File: src/rtl/uart_tx_pkg.sv
// Shared types and constants for the UART byte transmitter: FSM encoding, frame size, lane helpers.
package uart_tx_pkg;

   localparam int unsigned FRAME_BITS = 10;
   localparam int unsigned LANES      = 4;
   localparam int unsigned LANE_W     = 8;
   localparam int unsigned WORD_W     = LANES * LANE_W;
   localparam int unsigned BIT_CNT_W  = 3;

   localparam logic [LANES-1:0] META_LANE_MASK = 4'b1110;

   typedef enum logic [2:0] {
      IDLE   = 3'd0,
      SELECT = 3'd1,
      START  = 3'd2,
      DATA   = 3'd3,
      STOP   = 3'd4
   } tx_state_e;

   typedef struct packed {
      logic       found;
      logic [1:0] idx;
   } lane_sel_t;

   // Lowest lane whose skip bit is clear; found=0 when every lane is skipped.
   function automatic lane_sel_t next_lane(input logic [LANES-1:0] mask);
      lane_sel_t s;
      s.found = 1'b1;
      s.idx   = 2'd0;
      if (!mask[0])      s.idx = 2'd0;
      else if (!mask[1]) s.idx = 2'd1;
      else if (!mask[2]) s.idx = 2'd2;
      else if (!mask[3]) s.idx = 2'd3;
      else               s.found = 1'b0;
      return s;
   endfunction

   function automatic logic [LANE_W-1:0] lane_byte(input logic [WORD_W-1:0] word,
                                                   input logic [1:0]        idx);
      logic [LANE_W-1:0] b;
      case (idx)
         2'd0:    b = word[7:0];
         2'd1:    b = word[15:8];
         2'd2:    b = word[23:16];
         default: b = word[31:24];
      endcase
      return b;
   endfunction

endpackage

File: src/rtl/uart_byte_transmitter_baud.sv
// Baud counter: counts CLK_DIV clocks per serial bit and pulses bit_done on the last one.
module uart_baud_counter
   import uart_tx_pkg::*;
#(
   parameter int unsigned CLK_DIV   = 100,
   parameter int unsigned DIV_WIDTH = 7
) (
   input  logic clock,
   input  logic extReset_n,
   input  logic clear,
   input  logic enable,
   output logic bit_done
);

   localparam logic [DIV_WIDTH-1:0] LAST = DIV_WIDTH'(CLK_DIV - 1);

   logic [DIV_WIDTH-1:0] count;

   assign bit_done = enable && (count == LAST);

   always_ff @(posedge clock or negedge extReset_n) begin
      if (!extReset_n) begin
         count <= '0;
      end else if (clear) begin
         count <= '0;
      end else if (enable) begin
         count <= bit_done ? '0 : count + DIV_WIDTH'(1);
      end
   end

endmodule

File: src/rtl/uart_byte_transmitter.sv
// UART 8N1 transmitter for metadata bytes and lane-masked 32-bit sample words.
module uart_byte_transmitter
   import uart_tx_pkg::*;
#(
   parameter int unsigned CLK_DIV   = 100,
   parameter int unsigned DIV_WIDTH = 7
) (
   input  logic              clock,
   input  logic              extReset_n,
   input  logic              send,
   input  logic [WORD_W-1:0] wrdata,
   input  logic [LANES-1:0]  disabledGroups,
   input  logic              writeMeta,
   input  logic [LANE_W-1:0] meta_data,
   output logic              txd,
   output logic              busy,
   output logic              xmit_idle
);

   tx_state_e              state_q, state_d;
   logic [WORD_W-1:0]      word_q, word_d;
   logic [LANES-1:0]       mask_q, mask_d;
   logic [LANE_W-1:0]      shift_q, shift_d;
   logic [BIT_CNT_W-1:0]   bit_cnt_q, bit_cnt_d;
   logic                   txd_d;
   logic                   busy_d;
   logic                   bit_done;
   logic                   baud_clear;
   lane_sel_t              sel;

   // Counter sits at zero outside the timed states so every timed state starts a fresh bit.
   assign baud_clear = (state_q == IDLE) || (state_q == SELECT);
   assign sel        = next_lane(mask_q);
   assign xmit_idle  = (state_q == IDLE);

   uart_baud_counter #(
      .CLK_DIV   (CLK_DIV),
      .DIV_WIDTH (DIV_WIDTH)
   ) u_baud (
      .clock      (clock),
      .extReset_n (extReset_n),
      .clear      (baud_clear),
      .enable     (!baud_clear),
      .bit_done   (bit_done)
   );

   // Next-state, datapath and line value; lanes are retired by setting their skip bit.
   always_comb begin
      state_d   = state_q;
      word_d    = word_q;
      mask_d    = mask_q;
      shift_d   = shift_q;
      bit_cnt_d = bit_cnt_q;
      txd_d     = txd_q_hold();

      unique case (state_q)
         IDLE: begin
            if (writeMeta) begin
               word_d  = {(WORD_W - LANE_W)'(0), meta_data};
               mask_d  = META_LANE_MASK;
               state_d = SELECT;
            end else if (send) begin
               word_d  = wrdata;
               mask_d  = disabledGroups;
               state_d = SELECT;
            end
         end
         SELECT: begin
            if (sel.found) begin
               shift_d         = lane_byte(word_q, sel.idx);
               mask_d[sel.idx] = 1'b1;
               state_d         = START;
               txd_d           = 1'b0;
            end else begin
               state_d = IDLE;
            end
         end
         START: begin
            if (bit_done) begin
               state_d   = DATA;
               bit_cnt_d = '0;
               txd_d     = shift_q[0];
            end
         end
         DATA: begin
            if (bit_done) begin
               if (bit_cnt_q == BIT_CNT_W'(7)) begin
                  state_d = STOP;
                  txd_d   = 1'b1;
               end else begin
                  bit_cnt_d = bit_cnt_q + BIT_CNT_W'(1);
                  shift_d   = {1'b0, shift_q[LANE_W-1:1]};
                  txd_d     = shift_q[1];
               end
            end
         end
         STOP: begin
            if (bit_done) begin
               if (sel.found) begin
                  shift_d         = lane_byte(word_q, sel.idx);
                  mask_d[sel.idx] = 1'b1;
                  state_d         = START;
                  txd_d           = 1'b0;
               end else begin
                  state_d = IDLE;
               end
            end
         end
         default: begin
            state_d = IDLE;
            txd_d   = 1'b1;
         end
      endcase

      busy_d = (state_d != IDLE);
   end

   function automatic logic txd_q_hold();
      return txd;
   endfunction

   always_ff @(posedge clock or negedge extReset_n) begin
      if (!extReset_n) begin
         state_q   <= IDLE;
         word_q    <= '0;
         mask_q    <= '0;
         shift_q   <= '0;
         bit_cnt_q <= '0;
         txd       <= 1'b1;
         busy      <= 1'b0;
      end else begin
         state_q   <= state_d;
         word_q    <= word_d;
         mask_q    <= mask_d;
         shift_q   <= shift_d;
         bit_cnt_q <= bit_cnt_d;
         txd       <= txd_d;
         busy      <= busy_d;
      end
   end

endmodule

File: config.mk
export PLATFORM = sky130hd
export DESIGN_NAME = uart_byte_transmitter
export DESIGN_NICKNAME = d
export VERILOG_FILES = /design/src/rtl/uart_tx_pkg.sv /design/src/rtl/uart_byte_transmitter_baud.sv /design/src/rtl/uart_byte_transmitter.sv
export SDC_FILE = /design/constraint.sdc
export NUM_CORES = 1
export LEC_CHECK = 0
export CAP_MARGIN = 20
export CORE_ASPECT_RATIO = 2
export CORE_UTILIZATION = 47
export DETAILED_ROUTE_END_ITERATION = 7
export PLACE_DENSITY_LB_ADDON = 0.3
export SYNTH_ARGS = -nofsm -noshare
export SYNTH_HDL_FRONTEND = slang
export SYNTH_HIERARCHICAL = 1
export SYNTH_SLANG_ARGS = --single-unit
File: constraint.sdc
create_clock -name clock -period 2.8 [get_ports clock]
set_input_delay 0.7 -clock clock [delete_from_list [all_inputs] [get_ports clock]]
set_output_delay 0.7 -clock clock [all_outputs]
set_load 0.005 [all_outputs]
==> flow_metrics.env <==
export IMPL_dp_final_hpwl_mm=5.72
export IMPL_reg2reg_from="state_q[1]$_DFF_PN0_"
export IMPL_hold_viol=0
export IMPL_routedWlPerCell_um=16.1
export IMPL_static_leakage_power_nw=1.75
export IMPL_area_growth_pct=27.1
export IMPL_slew_viol_final=0
export IMPL_cts_setup_buffers=0
export IMPL_p_clk_frac=0.355
export IMPL_post_cts_resized=0
export IMPL_fin_nets=436
export IMPL_num_rows=41
export IMPL_yosysSeqAreaShare=0.469
export IMPL_synth_most_common_cell="nand2_1"
export IMPL_critical_path_max_stage_delay_ps=590
export IMPL_die_area_sq_mm=0.00705
export IMPL_intPower_w=0.00211
export IMPL_grt_usage=0.239
export IMPL_max_vdd_ir_drop_uv=444
export IMPL_io_pins=51
export IMPL_worst_ep_arrival_time_ps=2860
export IMPL_synth_edf_count=0
export IMPL_cts_root_buffer="clkbuf_16"
export IMPL_end_kind="flop"
export IMPL_ys_seq_elements=59
export IMPL_drive_above_1_share=0.0974
export IMPL_p_switching_w=0.000959
export IMPL_synth_top_cells_by_count="nand2_1, dfrtp_1, o21ai_0"
export IMPL_netlist_cell_type_count=51
export IMPL_io_buffers=50
export IMPL_fin_skew_ps=6.40
export IMPL_fin_crit_ps=2610
export IMPL_syn_area_sq_mm=0.00315
export IMPL_vias=2720
export IMPL_initialDrtViolationCount=145
export IMPL_setup_viol=0
export IMPL_cp_max_fo=13
export IMPL_grt_pass1_wl_mm=12.6
export IMPL_cts_buffer_depth=2
export IMPL_cts_max_level=3
export IMPL_worstSetupPathType="reg2reg"
export IMPL_reg2reg_depth=8
export IMPL_synth_cells=338
export IMPL_synth_top_area_share=0.461
export IMPL_power_density_mw_per_mm2=767
export IMPL_cts_sinks=59
export IMPL_die_h_um=118
export IMPL_comb_power_share=0.243
export IMPL_synth_flop_cell="dfrtp_1"
export IMPL_grt_pass1_vias=2749
export IMPL_required_ps=3050
export IMPL_slew_headroom=0.375
export IMPL_syn_area_per_cell_sq_um=9.32
export IMPL_r2r_end="shift_q[7]$_DFFE_PN0P_"
export IMPL_rsz0062_at_grt="false"
export IMPL_holdBufCountCts=0
export IMPL_grt_max_degree=39
export IMPL_synth_area_top_cells="dfrtp_1, nand2_1, o21ai_0"
export IMPL_reg2reg_slack_ps=190
export IMPL_worstMarginPinSlew_ps=935
export IMPL_path_cells="nor2_1 -> inv_1 -> or4b_4 -> nor2_4 -> nand2b_1 -> o32ai_4 -> or2_1 -> mux2i_1"
export IMPL_antenna_left=0
export IMPL_clkTransAtPathRegs_ps=50
export IMPL_vias_per_cell=5.71
export IMPL_drt_total_wl_mm=7.65
export IMPL_setup_tns_ps=0
export IMPL_async_reset_ff_frac=1.00
export IMPL_drtPass1Iterations=5
export IMPL_cts_tree="built"
export IMPL_switching_share=0.313
export IMPL_maxCapViolations=0
export IMPL_place_congestion=0.910
export IMPL_n_antenna_cell=0
export IMPL_period_share=0.931
export IMPL_outcome="finished, final reports clean"
export IMPL_initial_core_util=0.491
export IMPL_timing_fmax_ghz=0.384
export IMPL_grt_antenna_before_repair=0
export IMPL_final_area_sq_mm=0.00400
export IMPL_cp_start_kind="flop"
export IMPL_crit_slowest_cell="dfrtp_1"
export IMPL_core_area_sq_mm=0.00641
export IMPL_drc=0
export IMPL_cts_buffers=9
export IMPL_holdCritPathClass="in2async"
export IMPL_grt_overflow=0
export IMPL_seq_power_share=0.402
export IMPL_die_w_um=59.9
export IMPL_synth_nets=389
export IMPL_yosys_warnings=6
export IMPL_place_area_sq_mm=0.00371
export IMPL_clk_latency_ps=330
export IMPL_yosysTopAreaCell="dfrtp_1"
==> cells by family after synthesis <==
group           synth area share
xor+xnor                 0.00834
simple gates               0.239
fa+ha+maj                 0.0119
buf+inv                   0.0469
flops                      0.469
compound gates             0.186
mux                       0.0389
==> per-stage QoR <==
| stage | setup slack, ps | hold WS (ps) | cells | total power, W | utilization |
|---|---|---|---|---|---|
| finish | 193 | 314 | 476 | 0.00307 | 0.624 |
| global placement | 311 | 446 | 460 | 0.00196 | 0.578 |
| floorplan | 202 | 404 | 338 | 0.00173 | - |
| detailed placement | 280 | 454 | 460 | 0.00199 | 0.578 |
| global route | 85.8 | 354 | 476 | 0.00324 | 0.624 |
| CTS | 226 | 327 | 476 | 0.00308 | 0.624 |
==> cell type report <==
class / instances / area, sq um
Sequential cell: 59 / 1480
Timing Repair Buffer: 61 / 578
Clock buffer: 12 / 246
Multi-Input combinational cell: 249 / 1520
Tap cell: 86 / 108
Clock inverter: 4 / 50.0
Inverter: 5 / 18.8
Fill cell: 540 / 2410
==> layer usage <==
metal,global-route usage,wire length (um),up-vias
met1,0.241,2720,1304
li1,-,-,1308
met2,0.419,4260,79
met4,0.157,410,0
met5,0,0,-
met3,0.0429,264,29
==> cell usage in the layout, fill, tap and decap left out, types with 2 or more instances in the layout <==
| cell | Yosys | final |
|---|---|---|
| a21boi_0 | 7 | 7 |
| a21oi_1 | 9 | 9 |
| a22o_1 | 6 | 6 |
| a2bb2oi_1 | 2 | 2 |
| a31oi_1 | 15 | 15 |
| buf_4 | 3 | 11 |
| clkbuf_1 | 8 | 2 |
| clkbuf_16 | 0 | 9 |
| clkdlybuf4s50_1 | 0 | 49 |
| clkinvlp_4 | 0 | 2 |
| dfrtp_1 | 58 | 58 |
| ha_1 | 3 | 3 |
| inv_1 | 5 | 5 |
| mux2_2 | 2 | 2 |
| mux2i_1 | 10 | 10 |
| nand2_1 | 71 | 71 |
| nand2b_1 | 12 | 12 |
| nand3_1 | 16 | 16 |
| nand3b_1 | 13 | 13 |
| nand4_1 | 2 | 2 |
| nor2_1 | 8 | 8 |
| nor3_1 | 10 | 10 |
| nor3b_1 | 2 | 2 |
| o21ai_0 | 21 | 21 |
| o221ai_1 | 8 | 8 |
| o32a_1 | 3 | 3 |
| or3_1 | 3 | 3 |
| xor2_1 | 3 | 3 |
==> worst max-delay path, delay by kind of cell (launching register included) <==
family / cells / cell delay, ps
and+or+nand+nor: 5 / 1230
DFF: 1 / 590
muxes: 1 / 230
buffers and inverters: 1 / 90
AOI/OAI and AO/OA: 1 / 370
==> flip-flops by register name, summed over array words and instances (netlist names) <==
register and cells:
bit_cnt_q 3, busy 1, mask_q 4, shift_q 8, state_q 3, txd 1
u_baud/count 7, word_q 32
==> worst max path at each step <==
stage	from	to	slack, ps	cells after the start
after floorplan	state_q[1]$_DFF_PN0_	shift_q[7]$_DFFE_PN0P_	200	12
after global placement	state_q[1]$_DFF_PN0_	shift_q[7]$_DFFE_PN0P_	310	8
after detailed placement	state_q[1]$_DFF_PN0_	shift_q[7]$_DFFE_PN0P_	280	8
after CTS	state_q[1]$_DFF_PN0_	shift_q[7]$_DFFE_PN0P_	230	8
after global routing	state_q[1]$_DFF_PN0_	shift_q[7]$_DFFE_PN0P_	90	8
final	state_q[1]$_DFF_PN0_	shift_q[7]$_DFFE_PN0P_	190	8
==> power by group through the flow <==
| stage | clock network (W) | registers, W | logic (W) |
|---|---|---|---|
| after floorplan | 0 | 0.00116 | 0.000569 |
| after global placement | 0 | 0.00124 | 0.000720 |
| after detailed placement | 0 | 0.00125 | 0.000743 |
| after CTS | 0.00110 | 0.00123 | 0.000748 |
| after global routing | 0.00115 | 0.00126 | 0.000831 |
| final | 0.00109 | 0.00123 | 0.000746 |
No activity file was read; power rests on OpenSTA's default activity.
